==> config.mk <==
export PLATFORM = sky130hd
export DESIGN_NAME = mem_arbiter
export DESIGN_NICKNAME = d
export VERILOG_FILES = /design/src/rtl/mem_arb_pkg.sv /design/src/rtl/mem_arbiter.sv
export SDC_FILE = /design/constraint.sdc
export NUM_CORES = 1
export LEC_CHECK = 0
export ABC_AREA = 1
export ABC_CLOCK_PERIOD_IN_PS = 1600
export CORE_UTILIZATION = 39
export DETAILED_ROUTE_END_ITERATION = 10
export HOLD_SLACK_MARGIN = 0.12
export PLACE_DENSITY = 0.83
export SYNTH_ARGS = -nofsm -noshare
export SYNTH_HDL_FRONTEND = slang
export SYNTH_SLANG_ARGS = --single-unit
==> constraint.sdc <==
create_clock -name clk -period 1.6 [get_ports clk]
set_input_delay 0.32 -clock clk [delete_from_list [all_inputs] [get_ports clk]]
set_output_delay 0.32 -clock clk [all_outputs]
set_load 0.01 [all_outputs]
==> src/rtl/mem_arb_pkg.sv <==
// mem_arb_pkg: shared types and defaults for the unified-memory arbiter.
//   arb_state_t : arbiter FSM states
//   owner_t     : which requester owns the access in flight
//   pick_owner  : priority pick between the fetch and data ports
package mem_arb_pkg;

  localparam int unsigned ADDR_W_DEF = 32;
  localparam int unsigned DATA_W_DEF = 32;

  typedef enum logic [1:0] {
    IDLE   = 2'd0,
    ACCESS = 2'd1,
    RESP   = 2'd2
  } arb_state_t;

  typedef enum logic {
    OWNER_IF = 1'b0,
    OWNER_D  = 1'b1
  } owner_t;

  // With rr_en=0 the data port always wins a tie; with rr_en=1 the port
  // that did not own the previous grant wins. A lone requester always wins.
  function automatic owner_t pick_owner(input logic   if_req,
                                        input logic   d_req,
                                        input owner_t last_owner,
                                        input logic   rr_en);
    owner_t win;
    if (if_req && d_req) begin
      if (rr_en && (last_owner == OWNER_D)) win = OWNER_IF;
      else                                  win = OWNER_D;
    end else if (d_req) begin
      win = OWNER_D;
    end else begin
      win = OWNER_IF;
    end
    return win;
  endfunction

endpackage

==> src/rtl/mem_arbiter.sv <==
// mem_arbiter: shares one single-port memory between the instruction-fetch
// port (IF) and the load/store port (D). One access at a time; the winning
// request's address, write data, write enable and owner are registered on
// grant and held until the memory reports ready.
//
// Ports:
//   clk, arstn                      clock, async active-low reset
//   i_if_req/i_if_addr              fetch request
//   o_if_gnt/o_if_rvalid/o_if_rdata fetch grant and response
//   i_d_req/i_d_we/i_d_addr/i_d_wdata data request
//   o_d_gnt/o_d_rvalid/o_d_rdata    data grant and response (rdata 0 on writes)
//   o_mem_req/o_mem_we/o_mem_addr/o_mem_wdata  memory command (registered)
//   i_mem_ready/i_mem_rdata         memory completion and read data
//
// Build option: define MEM_ARB_RR_EN for round-robin tie-breaking
// (last_owner register); otherwise D has fixed priority over IF.
//
// state  | meaning
// IDLE   | waiting for a request; only state in which a grant can occur
// ACCESS | memory command driven from registers until i_mem_ready
// RESP   | one-cycle rvalid pulse to the owner
module mem_arbiter
  import mem_arb_pkg::*;
#(
  parameter int unsigned ADDR_WIDTH = ADDR_W_DEF,
  parameter int unsigned DATA_WIDTH = DATA_W_DEF
) (
  input  logic                  clk,
  input  logic                  arstn,
  input  logic                  i_if_req,
  input  logic [ADDR_WIDTH-1:0] i_if_addr,
  output logic                  o_if_gnt,
  output logic                  o_if_rvalid,
  output logic [DATA_WIDTH-1:0] o_if_rdata,
  input  logic                  i_d_req,
  input  logic                  i_d_we,
  input  logic [ADDR_WIDTH-1:0] i_d_addr,
  input  logic [DATA_WIDTH-1:0] i_d_wdata,
  output logic                  o_d_gnt,
  output logic                  o_d_rvalid,
  output logic [DATA_WIDTH-1:0] o_d_rdata,
  output logic                  o_mem_req,
  output logic                  o_mem_we,
  output logic [ADDR_WIDTH-1:0] o_mem_addr,
  output logic [DATA_WIDTH-1:0] o_mem_wdata,
  input  logic                  i_mem_ready,
  input  logic [DATA_WIDTH-1:0] i_mem_rdata
);

  arb_state_t            state_q, state_d;
  owner_t                owner_q, owner_d;
  logic                  we_q, we_d;
  logic [ADDR_WIDTH-1:0] addr_q, addr_d;
  logic [DATA_WIDTH-1:0] wdata_q, wdata_d;
  logic [DATA_WIDTH-1:0] rdata_q, rdata_d;

  owner_t pick;
  logic   grant;

  assign grant = (state_q == IDLE) && (i_if_req || i_d_req);

`ifdef MEM_ARB_RR_EN
  owner_t last_owner_q, last_owner_d;

  assign pick = pick_owner(i_if_req, i_d_req, last_owner_q, 1'b1);

  always_comb begin
    last_owner_d = last_owner_q;
    if (grant) last_owner_d = pick;
  end

  always_ff @(posedge clk or negedge arstn) begin
    if (!arstn) last_owner_q <= OWNER_IF;
    else        last_owner_q <= last_owner_d;
  end
`else
  assign pick = pick_owner(i_if_req, i_d_req, OWNER_IF, 1'b0);
`endif

  assign o_if_gnt = grant && (pick == OWNER_IF);
  assign o_d_gnt  = grant && (pick == OWNER_D);

  always_comb begin
    state_d = state_q;
    owner_d = owner_q;
    we_d    = we_q;
    addr_d  = addr_q;
    wdata_d = wdata_q;
    rdata_d = rdata_q;
    case (state_q)
      IDLE: begin
        if (grant) begin
          state_d = ACCESS;
          owner_d = pick;
          if (pick == OWNER_D) begin
            we_d    = i_d_we;
            addr_d  = i_d_addr;
            wdata_d = i_d_wdata;
          end else begin
            // fetches are always reads
            we_d    = 1'b0;
            addr_d  = i_if_addr;
            wdata_d = '0;
          end
        end
      end
      ACCESS: begin
        if (i_mem_ready) begin
          state_d = RESP;
          rdata_d = we_q ? '0 : i_mem_rdata;
        end
      end
      RESP: begin
        state_d = IDLE;
      end
      default: begin
        state_d = IDLE;
      end
    endcase
  end

  always_ff @(posedge clk or negedge arstn) begin
    if (!arstn) begin
      state_q <= IDLE;
      owner_q <= OWNER_IF;
      we_q    <= 1'b0;
      addr_q  <= '0;
      wdata_q <= '0;
      rdata_q <= '0;
    end else begin
      state_q <= state_d;
      owner_q <= owner_d;
      we_q    <= we_d;
      addr_q  <= addr_d;
      wdata_q <= wdata_d;
      rdata_q <= rdata_d;
    end
  end

  assign o_mem_req   = (state_q == ACCESS);
  // write enable only asserted while the command is live
  assign o_mem_we    = o_mem_req && we_q;
  assign o_mem_addr  = addr_q;
  assign o_mem_wdata = wdata_q;

  assign o_if_rvalid = (state_q == RESP) && (owner_q == OWNER_IF);
  assign o_d_rvalid  = (state_q == RESP) && (owner_q == OWNER_D);
  assign o_if_rdata  = rdata_q;
  assign o_d_rdata   = rdata_q;

endmodule

Yosys cells after proc, flatten, opt, wreduce, memory -nomap -nowiden

Cells that the tools add are included.

Eq/ne operators: 4
Multiplexer cells: 9
Bitwise gates (word level): 2
Reduce and logical (&&, ||, !) cells: 12

Operator list:

| kind                 | count |
|---|---|
| $mux W32             | 3 |
| $logic_and A1 B1 Y1  | 7 |
| $reduce_and A2 Y1    | 3 |
| $mux W2              | 2 |
| $pmux W2 S2          | 1 |
| $mux W1              | 3 |
| $eq A2 B1 Y1 const B | 1 |
| $eq A2 B2 Y1 const B | 1 |
| $logic_not A2 Y1     | 1 |
| $ne A2 B1 Y1 const B | 1 |
| $ne A2 B2 Y1 const B | 1 |
| $not A1 Y1           | 2 |
| $logic_or A1 B1 Y1   | 1 |

Register bits after elaboration: 100
Word-level logic and storage cells: 33
Output and inout bits: 134
Bits of input ports: 134

Logic depth before layout (Yosys ltp)

Gate-level depths: netlist of the first run.

Word-level depth: 4
Gate-level depth with buffers: 7
Gate-level depth less buffers: 5

Worst setup path after synthesis of the first run

OpenSTA, ideal clock, no wires.

Path type: reg-to-output
Start: register state_q[1]
End: output port o_if_gnt
Buffers on the path: 1
Arrival: 1.048 ns
Stages on the path, launching flop included: 7
Data required time: 1.280 ns
Setup slack: 0.232 ns
Cells stage by stage: dfrtp_1 > inv_1 > nand2_1 > nor2_2 > buf_2 > nand2_1 > inv_1

Cells in the longest elaborated chain, start to end: 3

Ends and longest elaborated chain:

| item                     | line               | RTL |
|---|---|---|
| start: declaration       | mem_arbiter.sv:50  | `arb_state_t state_q, state_d;` |
| start signal: assignment | mem_arbiter.sv:131 | `state_q <= state_d;` |
| $logic_not A2 Y1         | mem_arbiter.sv:60  | `assign grant = (state_q == IDLE) && (i_if_req \|\| i_d_req);` |
| $logic_and A1 B1 Y1      | mem_arbiter.sv:60  |  |
| $logic_and A1 B1 Y1      | mem_arbiter.sv:80  | `assign o_if_gnt = grant && (pick == OWNER_IF);` |
| end: declaration         | mem_arbiter.sv:32  | `output logic o_if_gnt,` |

No other way between the ends.

Worst setup path in the final report of the first run

Start: register addr_q[26], in the netlist o_mem_addr[26]
End: output port o_mem_addr[26]

RTL lines:

| item                     | line               | RTL |
|---|---|---|
| start: declaration       | mem_arbiter.sv:53  | `logic [ADDR_WIDTH-1:0] addr_q, addr_d;` |
| start signal: assignment | mem_arbiter.sv:134 | `addr_q <= addr_d;` |
| end: declaration         | mem_arbiter.sv:44  | `output logic [ADDR_WIDTH-1:0] o_mem_addr,` |

No word-level cell between the ends.

==> impl_summary.log, run 1 <==
[metrics] number of antenna-violating nets in the routed design: 0
[metrics] multi-input logic area: 1710 µm²
[metrics] reported net switching power: 5.05 mW
[metrics] area overhead of the layout relative to synthesis: 65.6%
[metrics] largest net degree at the start of global routing: 46
[metrics] critical path depth: 1
[metrics] Synth Cell Area: 4740 µm²
[metrics] library cell occupying the most area in the post-synthesis netlist: sky130_fd_sc_hd__dfrtp_1
[metrics] Sink Count: 100
[metrics] setup TNS: 0 ns
[metrics] number of flops mapped to enable cells by yosys: 0
[metrics] detailed-router iteration count before antenna repair: 7
[metrics] cell types with the highest counts after synthesis: sky130_fd_sc_hd__nand2_1, sky130_fd_sc_hd__dfrtp_1, sky130_fd_sc_hd__inv_1
[metrics] relative contribution of combinational cells to total power: 0.499
[metrics] Pins Over Slew Limit: 0
[metrics] Worst Setup End Kind: primary output
[metrics] full die area: 12600 µm²
[metrics] highest net fanout along the worst path: 2
[metrics] worst slew pin tran: 0.387 ns
[metrics] proportion of power drawn by the clock network: 0.165
[metrics] cell class contributing the biggest share of worst-path delay: buffers and inverters
[metrics] worst r2r path cells: 7
[metrics] register bit total from synthesis: 100
[metrics] number of input and output port buffers inserted: 267
[metrics] crit path time final: 1.56 ns
[metrics] Leakage: 5.05 nW
[metrics] number of antenna violations at the first check in global routing: 0
[metrics] total number of nets in the final design: 1011
[metrics] layout filler cell count: 930
[metrics] global placer's final weighted congestion: 0.813
[metrics] smallest setup slack after layout: 0.0365 ns
[metrics] hold violation count in the final report: 0
[metrics] Post-Syn Instances: 642
[metrics] vias in the first global route: 4552
[metrics] Critical Path AT: 1.24 ns
[metrics] worst vdd ir: 0.000850 V
[metrics] Min-Delay Path Depth: 3
[metrics] Synth async-reset ratio: 1.00
[metrics] share of the synthesized area in the top cell type: 0.527
[metrics] placed cell count: 1007
[metrics] PD cells: 1670 nW/µm²
[metrics] IO Pins: 268
[metrics] failing checks: design-rule violations
[metrics] routed len/inst: 13.3 µm
[metrics] Std-Cell Rows: 39
[metrics] setup slack at placement: -0.297 ns
[metrics] HPWL after detailed placement: 10.2 mm
[metrics] leading register cell type out of synthesis: sky130_fd_sc_hd__dfrtp_1
[metrics] switching power as a share of total power: 0.384
[metrics] post-synthesis sequential area ratio: 0.527
[metrics] cts bufs inserted: 9
[metrics] CTS tree: yes
[metrics] part of the total power dissipated in sequential elements: 0.336
[metrics] Total GRT Usage: 0.223
[metrics] clock insertion delay at the later pin of the skew report: 0.34 ns
[metrics] Starting Density: 0.409
[metrics] final design area excluding fillers: 7860 µm²
[metrics] instance area at placement: 7420 µm²
[metrics] fraction of the core area covered by cells at the end of the flow: 0.677
[metrics] most instantiated library cell after synthesis: sky130_fd_sc_hd__nand2_1
[metrics] wire length of the first global-routing pass: 22.1 mm
[metrics] yosys warns: 0
[metrics] Post-Synthesis Mean Instance Area: 7.39 µm²
[metrics] max-slew headroom at the worst pin: 0.742
[metrics] final clock period utilization by the worst path: 0.977
[metrics] buffers and inverters on the worst path: 1
[metrics] root cell of the clock tree: sky130_fd_sc_hd__clkbuf_16
[metrics] kind of launch point of the worst setup path: register
[metrics] slowest cell delay on critical path: 0.55 ns
[metrics] library cell contributing the largest single delay on the critical path: sky130_fd_sc_hd__clkdlybuf4s50_1
[metrics] overall via count from detail_route: 4639
[metrics] total core area: 11600 µm²
[metrics] deepest clock path buffer count: 2
[metrics] path class of the lowest-slack min-delay path: primary input to register
[metrics] Syn Nets: 776
[metrics] Remaining Overflow, GRT: 0
[metrics] Die Span X: 112 µm
[metrics] DRT Wirelength: 13.6 mm
[metrics] endpoint required time on the critical path: 1.28 ns
[metrics] achievable frequency: 640 MHz
[metrics] Non-Filler Instances: 1025
[metrics] clock-pin slew reported for the worst setup and hold paths after clock tree synthesis: 0.08 ns
[metrics] skew final: 0.00910 ns
[metrics] unrepaired setup endpoints after global routing: true
[metrics] antenna diode count: 0
[metrics] count of endpoints failing setup in the final report: 0
[metrics] largest cells by area after synthesis: sky130_fd_sc_hd__dfrtp_1, sky130_fd_sc_hd__nand2_1, sky130_fd_sc_hd__buf_4, sky130_fd_sc_hd__nand3_1, sky130_fd_sc_hd__inv_1
[metrics] initial DRC count: 280
[metrics] drt via density: 4.53
[metrics] cells along the critical path: clkdlybuf4s50_1
[metrics] count of distinct cell types in the synthesized netlist: 15
[metrics] FF-to-FF setup slack: 0.09 ns
[metrics] share of post-route cells with drive strength above 1: 0.0601
[metrics] Cell Int Power: 8.09 mW
[metrics] DRC errors left: 20
[metrics] Die Y-Extent: 112 µm
[metrics] Max Cap Viol: 0
[metrics] run status: finished with violations
[metrics] Sequential cell area: 2500 µm²
[metrics] H-tree levels: 3
[metrics] startpoint-to-endpoint class of the critical path: register to primary output
what timing repair did:
item,in CTS,in global routing
pin swaps,0,1
endpoints found under the setup margin,48,141
endpoints found under the hold margin,20,0
hold buffers,1,0
gates resized for setup,66,77
setup buffers,1,0
state kept, by name, indices dropped and copies added (netlist names):
register / count
o_d_rdata: 32
state_q: 2
we_q: 1
o_mem_wdata: 32
o_mem_addr: 32
owner_q: 1
stage by stage:
| step | total power [mW] | hold slack (ns) |
|---|---|---|
| after floorplan | 7.82 | 0.0244 |
| after global placement | 11.5 | 0.253 |
| after detailed placement | 11.7 | 0.252 |
| after CTS | 13.5 | 0.300 |
| after global routing | 14.1 | 0.325 |
| final | 13.1 | 0.302 |
routing by layer:
| layer | GRT usage | vias to the layer above | share of wire |
|---|---|---|---|
| li1 | - | 2346 | - |
| met1 | 0.264 | 2085 | 0.39 |
| met2 | 0.384 | 187 | 0.50 |
| met3 | 0.0594 | 21 | 0.086 |
| met4 | 0.0924 | 0 | 0.022 |
| met5 | 0 | - | 0 |
power by group through the flow:
stage	Sequential, mW	Clock [mW]	Combinational [mW]
floorplan	4.97	0	2.85
finish	4.42	2.17	6.56
global placement	4.47	0	7.03
CTS	4.46	2.23	6.80
detailed placement	4.50	0	7.16
global route	4.59	2.35	7.17
layout by cell type (no fill, tap or decap), drive strengths merged:
| cell | netlist | routed |
|---|---|---|
| clkinv | 0 | 3 |
| and3 | 1 | 1 |
| clkbuf | 14 | 9 |
| nand2 | 363 | 363 |
| nand3 | 33 | 33 |
| dlymetal6s2s | 0 | 71 |
| o21ai | 1 | 1 |
| inv | 40 | 44 |
| nor3 | 1 | 1 |
| dfrtp | 100 | 100 |
| buf | 51 | 29 |
| clkdlybuf4s50 | 0 | 148 |
| dlygate4sd2 | 0 | 40 |
| nor2 | 38 | 38 |
| dlygate4sd3 | 0 | 1 |
cell type report:
class / count / area share
clock buffers: 9 / 0.0287
flip-flops and latches: 100 / 0.318
multi-input cells: 437 / 0.218
clock inverters: 7 / 0.00971
repair buffers: 289 / 0.383
inverters: 40 / 0.0191
well taps: 143 / 0.0228
logic make-up after synthesis:
family / share of synthesized area
AO/OA/AOI/OAI: 0.00105
buffers and inverters: 0.114
flip-flops: 0.527
AND/OR/NAND/NOR: 0.357
path summary, 6_finish.rpt:
check | from | to
setup reg to reg | state_q[0]$_DFFE_PN0P_ | o_mem_addr[31]$_DFFE_PN0P_
min in group asynchronous | arstn | o_mem_addr[5]$_DFFE_PN0P_
max in group asynchronous | arstn | o_mem_wdata[15]$_DFFE_PN0P_
setup / recovery | o_mem_addr[26]$_DFFE_PN0P_ | o_mem_addr[26]
hold reg to reg | o_mem_wdata[27]$_DFFE_PN0P_ | o_mem_wdata[27]$_DFFE_PN0P_
hold / removal | i_d_req | owner_q$_DFFE_PN0P_
Note: power is estimated with default switching activity, not from simulation.
==> run 2: changes to the inputs <==
--- a/config.mk
+++ b/config.mk
@@ -7,10 +7,10 @@
 export LEC_CHECK = 0
 export ABC_AREA = 1
 export ABC_CLOCK_PERIOD_IN_PS = 1600
-export CORE_UTILIZATION = 39
+export CORE_UTILIZATION = 25
 export DETAILED_ROUTE_END_ITERATION = 10
 export HOLD_SLACK_MARGIN = 0.12
-export PLACE_DENSITY = 0.83
+export PLACE_DENSITY = 0.57
 export SYNTH_ARGS = -nofsm -noshare
 export SYNTH_HDL_FRONTEND = slang
 export SYNTH_SLANG_ARGS = --single-unit
==> run 2 against run 1 <==
  * First-iteration DRC count shrank 36%
  * Sequential share of layout area decreased by 0.92 points
  * Critical path depth increased by 2
  * Critical path type unchanged
  * Worst setup slack got worse by 0.015 ns
  * The run now ends clean
  * Routed wire length is 9.0% higher
  * Worst hold slack gained 0.075 ns
  * Combinational power is 3.8% higher
  * Flip-flop and latch count unchanged
  * Cell area increased by 3.0%
==> impl_summary.log, run 2 (synthesized netlist as in run 1, its figures left out) <==
[metrics] antenna diode count: 0
[metrics] reported net switching power: 5.05 mW
[metrics] Remaining Overflow, GRT: 0
[metrics] PD cells: 1700 nW/µm²
[metrics] final clock period utilization by the worst path: 0.986
[metrics] H-tree levels: 3
[metrics] overall power of the completed layout: 13.7 mW
[metrics] global placer's final weighted congestion: 0.739
[metrics] IO Pins: 268
[metrics] achievable frequency: 634 MHz
[metrics] Total GRT Usage: 0.158
[metrics] kind of launch point of the worst setup path: register
[metrics] setup TNS: 0 ns
[metrics] Die Span X: 140 µm
[metrics] crit path time final: 1.58 ns
[metrics] largest net degree at the start of global routing: 46
[metrics] number of input and output port buffers inserted: 267
[metrics] count of endpoints failing setup in the final report: 0
[metrics] end of the worst register-to-register path: o_mem_addr[30]$_DFFE_PN0P_
[metrics] endpoint required time on the critical path: 1.28 ns
[metrics] max-slew headroom at the worst pin: 0.717
[metrics] hold violation count in the final report: 0
[metrics] start point of the critical path: state_q[0]$_DFFE_PN0P_
[metrics] share of post-route cells with drive strength above 1: 0.0722
[metrics] unrepaired setup endpoints after global routing: true
[metrics] highest net fanout along the worst path: 4
[metrics] startpoint-to-endpoint class of the critical path: register to primary output
[metrics] critical path endpoint: o_if_rvalid
[metrics] Leakage: 5.01 nW
[metrics] HPWL after detailed placement: 10.6 mm
[metrics] Die Y-Extent: 140 µm
[metrics] path class of the lowest-slack min-delay path: primary input to async pin
[metrics] worst r2r path cells: 7
[metrics] leading cell types in the layout, fill and taps excluded: sky130_fd_sc_hd__nand2_1, sky130_fd_sc_hd__clkdlybuf4s50_1, sky130_fd_sc_hd__dfrtp_1
[metrics] Starting Density: 0.254
[metrics] run status: completed
[metrics] Sink Count: 100
[metrics] Critical Path AT: 1.26 ns
[metrics] wire length of the first global-routing pass: 24.5 mm
[metrics] worst slew pin tran: 0.425 ns
[metrics] instance area at placement: 7540 µm²
[metrics] CTS tree: yes
[metrics] number of antenna violations at the first check in global routing: 0
[metrics] cts bufs inserted: 9
[metrics] part of the total power dissipated in sequential elements: 0.322
[metrics] total core area: 18600 µm²
[metrics] deepest clock path buffer count: 2
[metrics] vias in the first global route: 4654
[metrics] drt via density: 4.11
[metrics] switching power as a share of total power: 0.367
[metrics] R2R Path Start: state_q[0]$_DFFE_PN0P_
[metrics] number of antenna-violating nets in the routed design: 0
[metrics] clock-pin slew reported for the worst setup and hold paths after clock tree synthesis: 0.07 ns
[metrics] overall via count from detail_route: 4607
[metrics] full die area: 19500 µm²
[metrics] worst vdd ir: 0.000631 V
[metrics] clock insertion delay at the later pin of the skew report: 0.34 ns
[metrics] skew final: 0.00626 ns
[metrics] Pins Over Slew Limit: 0
[metrics] FF-to-FF setup slack: 0.09 ns
[metrics] Cell Int Power: 8.69 mW
[metrics] most frequent standard cell in the layout excluding fill and tap cells: sky130_fd_sc_hd__nand2_1
[metrics] DRT Wirelength: 14.9 mm
[metrics] relative contribution of combinational cells to total power: 0.496
[metrics] Std-Cell Rows: 50
[metrics] detailed-router iteration count before antenna repair: 4
[metrics] initial DRC count: 179
[metrics] final design area excluding fillers: 8090 µm²
[metrics] root cell of the clock tree: sky130_fd_sc_hd__clkbuf_16
[metrics] total number of nets in the final design: 1017
[metrics] Max Cap Viol: 0
[metrics] proportion of power drawn by the clock network: 0.182
[metrics] routed len/inst: 13.3 µm
[metrics] Worst Setup End Kind: primary output
[metrics] DRC errors left: 0
[metrics] area overhead of the layout relative to synthesis: 70.6%
## run 2: cell type report
type | instances | area, µm²
sequential | 100 | 2500
multi-input combinational | 437 | 1740
clock inverter | 4 | 97.6
fill | 1920 | 10600
timing repair buffer | 295 | 3060
tap | 234 | 293
inverter | 40 | 150
clock buffer | 11 | 243
## run 2: power by group through the flow
stage          clock [mW]  sequential, mW  combinational [mW]
3_3_place_gp            0            4.49                7.22
5_1_grt              2.68            4.59                7.50
4_1_cts              2.61            4.48                7.06
3_5_place_dp            0            4.51                7.27
2_1_floorplan           0            4.97                2.85
6_report             2.51            4.43                6.81
## run 2: what timing repair did
item | 4_1_cts | 5_1_grt
hold buffers | 1 | 0
hold endpoints to repair | 20 | 0
setup endpoints to repair | 51 | 84
resized for setup | 77 | 75
pin swaps | 1 | 2
setup buffers | 6 | 0
## run 2: through the flow
step / cells / setup WS, ns / util / hold slack, ns
2_1_floorplan: 642 / 0.232 / - / 0.0244
4_1_cts: 1121 / -0.00114 / 0.424 / 0.365
3_3_place_gp: 1099 / -0.370 / 0.405 / 0.191
6_report: 1121 / 0.0219 / 0.434 / 0.376
3_5_place_dp: 1099 / -0.382 / 0.405 / 0.196
5_1_grt: 1121 / -0.0527 / 0.434 / 0.373
## run 2: how the worst min path moves through the flow
| stage | start | to | slack (ns) | depth (start not counted) |
|---|---|---|---|---|
| floorplan | arstn | o_d_rdata[0]$_DFFE_PN0P_ | 0.02 | 0 |
| global placement | arstn | o_d_rdata[1]$_DFFE_PN0P_ | 0.19 | 1 |
| detailed placement | arstn | o_d_rdata[31]$_DFFE_PN0P_ | 0.20 | 1 |
| CTS | arstn | o_d_rdata[31]$_DFFE_PN0P_ | 0.36 | 2 |
| global route | arstn | o_d_rdata[31]$_DFFE_PN0P_ | 0.37 | 2 |
| finish | arstn | o_d_rdata[31]$_DFFE_PN0P_ | 0.38 | 2 |
## run 2: per-layer routing
| metal | wire [µm] | vias to the layer above | track usage |
|---|---|---|---|
| met5 | 0 | - | 0 |
| met4 | 167 | 0 | 0.0393 |
| met3 | 1380 | 11 | 0.0557 |
| met2 | 6630 | 199 | 0.255 |
| met1 | 6690 | 2039 | 0.201 |
| li1 | - | 2358 | - |
## run 2: worst max-delay path: stages, from the launching register on
cell and delay, ns:
sky130_fd_sc_hd__dfrtp_1 0.41, sky130_fd_sc_hd__buf_4 0.15, sky130_fd_sc_hd__nor3_4 0.18, sky130_fd_sc_hd__buf_2 0.17
==> run 3: changes to the inputs <==
--- a/config.mk
+++ b/config.mk
@@ -5,12 +5,12 @@
 export SDC_FILE = /design/constraint.sdc
 export NUM_CORES = 1
 export LEC_CHECK = 0
-export ABC_AREA = 1
 export ABC_CLOCK_PERIOD_IN_PS = 1600
+export CORE_MARGIN = 3
 export CORE_UTILIZATION = 25
 export DETAILED_ROUTE_END_ITERATION = 10
 export HOLD_SLACK_MARGIN = 0.12
-export PLACE_DENSITY = 0.57
+export PLACE_DENSITY = 0.59
 export SYNTH_ARGS = -nofsm -noshare
 export SYNTH_HDL_FRONTEND = slang
 export SYNTH_SLANG_ARGS = --single-unit
==> run 3 against run 2 <==
  * The run now ends with negative setup slack left
  * Critical path depth increased by 2
  * Power grew 0.41%
  * Flip-flop and latch count unchanged
  * Die area shrank 1.0%
  * Core utilization increased by 0.66 points
  * Sequential power is 2% higher
  * Clock skew is 0.0035 ns higher
  * Via count decreased by 9.3%
  * Combinational power decreased by 1%
  * Clock-buffer cell count decreased by 1
  * Critical path type unchanged
  * Highest routed layer unchanged
==> impl_summary.log, run 3 <==
[metrics] DRC errors left: 0
[metrics] Die Span X: 139 µm
[metrics] cell types with the highest counts after synthesis: sky130_fd_sc_hd__dfrtp_1, sky130_fd_sc_hd__o21ai_0, sky130_fd_sc_hd__nand2_1
[metrics] hold violation count in the final report: 0
[metrics] yosys warns: 0
[metrics] leading cell types in the layout, fill and taps excluded: sky130_fd_sc_hd__clkdlybuf4s50_1, sky130_fd_sc_hd__dfrtp_1, sky130_fd_sc_hd__o21ai_0
[metrics] detailed-router iteration count before antenna repair: 4
[metrics] count of endpoints failing setup in the final report: 1
[metrics] final design area excluding fillers: 7620 µm²
[metrics] share of the synthesized area in the top cell type: 0.565
[metrics] placed cell count: 881
[metrics] instance area at placement: 7160 µm²
[metrics] Post-Synthesis Mean Instance Area: 10.0 µm²
[metrics] highest metal layer with signal wires: met4
[metrics] global placer's final weighted congestion: 0.799
[metrics] Leakage: 4.07 nW
[metrics] Syn Nets: 575
[metrics] library cell contributing the largest single delay on the critical path: sky130_fd_sc_hd__dfrtp_1
[metrics] max-slew headroom at the worst pin: 0.632
[metrics] Synth async-reset ratio: 1.00
[metrics] register bit total from synthesis: 100
[metrics] number of input and output port buffers inserted: 267
[metrics] Sink Count: 100
[metrics] PD cells: 1810 nW/µm²
[metrics] number of antenna violations at the first check in global routing: 0
[metrics] wire length of the first global-routing pass: 23.6 mm
[metrics] fraction of the core area covered by cells at the end of the flow: 0.441
[metrics] number of antenna-violating nets in the routed design: 0
[metrics] HPWL after detailed placement: 10.7 mm
[metrics] Worst Setup End Kind: primary output
[metrics] antenna diode count: 0
[metrics] overall power of the completed layout: 13.8 mW
[metrics] overall via count from detail_route: 4177
[metrics] slowest cell delay on critical path: 0.41 ns
[metrics] Total GRT Usage: 0.153
[metrics] post-synthesis sequential area ratio: 0.565
[metrics] clock-pin slew reported for the worst setup and hold paths after clock tree synthesis: 0.06 ns
[metrics] DRT Wirelength: 15.1 mm
[metrics] share of post-route cells with drive strength above 1: 0.0753
[metrics] met3 WL: 1.25 mm
[metrics] achievable frequency: 622 MHz
[metrics] worst vdd ir: 0.000797 V
[metrics] Remaining Overflow, GRT: 0
[metrics] CTS tree: yes
[metrics] run status: finished with violations
[metrics] Sequential cell area: 2500 µm²
[metrics] Pins Over Slew Limit: 0
[metrics] Die Y-Extent: 139 µm
[metrics] endpoint required time on the critical path: 1.28 ns
[metrics] IO Pins: 268
[metrics] Non-Filler Instances: 902
[metrics] Critical Path AT: 1.29 ns
[metrics] initial DRC count: 139
[metrics] multi-input logic area: 1530 µm²
[metrics] most frequent standard cell in the layout excluding fill and tap cells: sky130_fd_sc_hd__clkdlybuf4s50_1
[metrics] unrepaired setup endpoints after global routing: true
[metrics] count of distinct cell types in the synthesized netlist: 24
[metrics] final clock period utilization by the worst path: 1.00
[metrics] largest net degree at the start of global routing: 101
[metrics] root cell of the clock tree: sky130_fd_sc_hd__clkbuf_16
[metrics] setup TNS: -0.00732 ns
[metrics] highest net fanout along the worst path: 5
[metrics] largest cells by area after synthesis: sky130_fd_sc_hd__dfrtp_1, sky130_fd_sc_hd__o21ai_0, sky130_fd_sc_hd__a22o_1, sky130_fd_sc_hd__buf_4, sky130_fd_sc_hd__nand2_1
[metrics] routed len/inst: 16.8 µm
[metrics] total number of nets in the final design: 806
[metrics] full die area: 19300 µm²
[metrics] total core area: 17300 µm²
[metrics] layout filler cell count: 1630
[metrics] area overhead of the layout relative to synthesis: 72.2%
[metrics] kind of launch point of the worst setup path: register
[metrics] final hold slack: 0.494 ns
[metrics] vias in the first global route: 4397
[metrics] Starting Density: 0.256
[metrics] worst slew pin tran: 0.552 ns
[metrics] Synth Cell Area: 4430 µm²
[metrics] Post-Syn Instances: 441
[metrics] Max Cap Viol: 0
[metrics] number of flops mapped to enable cells by yosys: 0
[metrics] H-tree levels: 3
[metrics] failing checks: negative setup slack
[metrics] crit path time final: 1.61 ns
[metrics] clock insertion delay at the later pin of the skew report: 0.35 ns
[metrics] Std-Cell Rows: 48
[metrics] drt via density: 4.63
[metrics] skew final: 0.00972 ns
[metrics] leading register cell type out of synthesis: sky130_fd_sc_hd__dfrtp_1
[metrics] deepest clock path buffer count: 2
[metrics] cts bufs inserted: 9
[metrics] startpoint-to-endpoint class of the critical path: register to primary output
[metrics] most instantiated library cell after synthesis: sky130_fd_sc_hd__dfrtp_1
[metrics] met1 WL: 6.31 mm
[metrics] met2 wirelength from detailed routing: 7.17 mm
[metrics] path class of the lowest-slack min-delay path: register to register
[metrics] cells along the critical path: buf_6, nor2_4, o21ai_2, nor2_1, buf_2
[metrics] smallest setup slack after layout: -0.00732 ns
[metrics] library cell occupying the most area in the post-synthesis netlist: sky130_fd_sc_hd__dfrtp_1
[metrics] setup slack at placement: -0.507 ns
==> run 3: cell count changes after synthesis, moves of 5 or more <==
| cell | change |
|---|---|
| sky130_fd_sc_hd__a22o_1 | +33 |
| sky130_fd_sc_hd__buf_2 | -5 |
| sky130_fd_sc_hd__nand2_1 | -299 |
| sky130_fd_sc_hd__nor2_1 | -33 |
| sky130_fd_sc_hd__inv_1 | -36 |
| sky130_fd_sc_hd__o21ai_0 | +65 |
| sky130_fd_sc_hd__nand2b_1 | +32 |
| sky130_fd_sc_hd__nand4_1 | +32 |
==> run 3: final timing paths <==
kind,from,to,slack [ns],cells past startpoint
min reg2reg,o_d_rdata[22]$_DFFE_PN0P_,o_d_rdata[22]$_DFFE_PN0P_,0.49,2
min in group asynchronous,arstn,o_d_rdata[2]$_DFFE_PN0P_,0.56,3
max reg2reg,state_q[1]$_DFFE_PN0P_,o_mem_addr[21]$_DFFE_PN0P_,0.07,5
min,o_d_rdata[22]$_DFFE_PN0P_,o_d_rdata[22]$_DFFE_PN0P_,0.49,2
max,state_q[1]$_DFFE_PN0P_,o_if_gnt,-0.007,5
max in group asynchronous,arstn,o_mem_wdata[11]$_DFFE_PN0P_,0.61,3
==> run 3: cell type report <==
type | count | area share
clock buffer | 10 | 0.0314
clock inverter | 6 | 0.0146
inverter | 3 | 0.00148
multi-input combinational | 270 | 0.201
sequential | 100 | 0.328
tap | 225 | 0.0369
timing repair buffer | 288 | 0.386
==> run 3: logic make-up after synthesis <==
family,synth area share
AOI/OAI and AO/OA,0.142
buffers and inverters,0.0944
DFF,0.565
and+or+nand+nor,0.198
==> run 3: layer usage <==
| metal | vias to the layer above | GRT usage |
|---|---|---|
| met1 | 1956 | 0.185 |
| li1 | 1974 | - |
| met4 | 0 | 0.0649 |
| met2 | 223 | 0.253 |
| met3 | 24 | 0.0493 |
| met5 | - | 0 |
==> run 3: what timing repair did <==
item	in CTS	in global routing
hold buffers	1	0
pin swaps	2	2
resized for setup	87	62
setup endpoints to repair	133	123
buffers inserted	4	1
endpoints found under the hold margin	100	0
==> run 3: critical path: cells and delay by family (launching register included) <==
| family | cells | cell delay [ns] |
|---|---|---|
| flip-flops | 1 | 0.41 |
| buffers and inverters | 2 | 0.28 |
| AND/OR/NAND/NOR | 2 | 0.19 |
| AO/OA/AOI/OAI | 1 | 0.07 |
==> run 3: where the power goes <==
part	internal (mW)	switching [mW]	total, mW
logic	3.50	3.21	6.72
registers	3.78	0.756	4.54
clock network	1.57	0.973	2.54
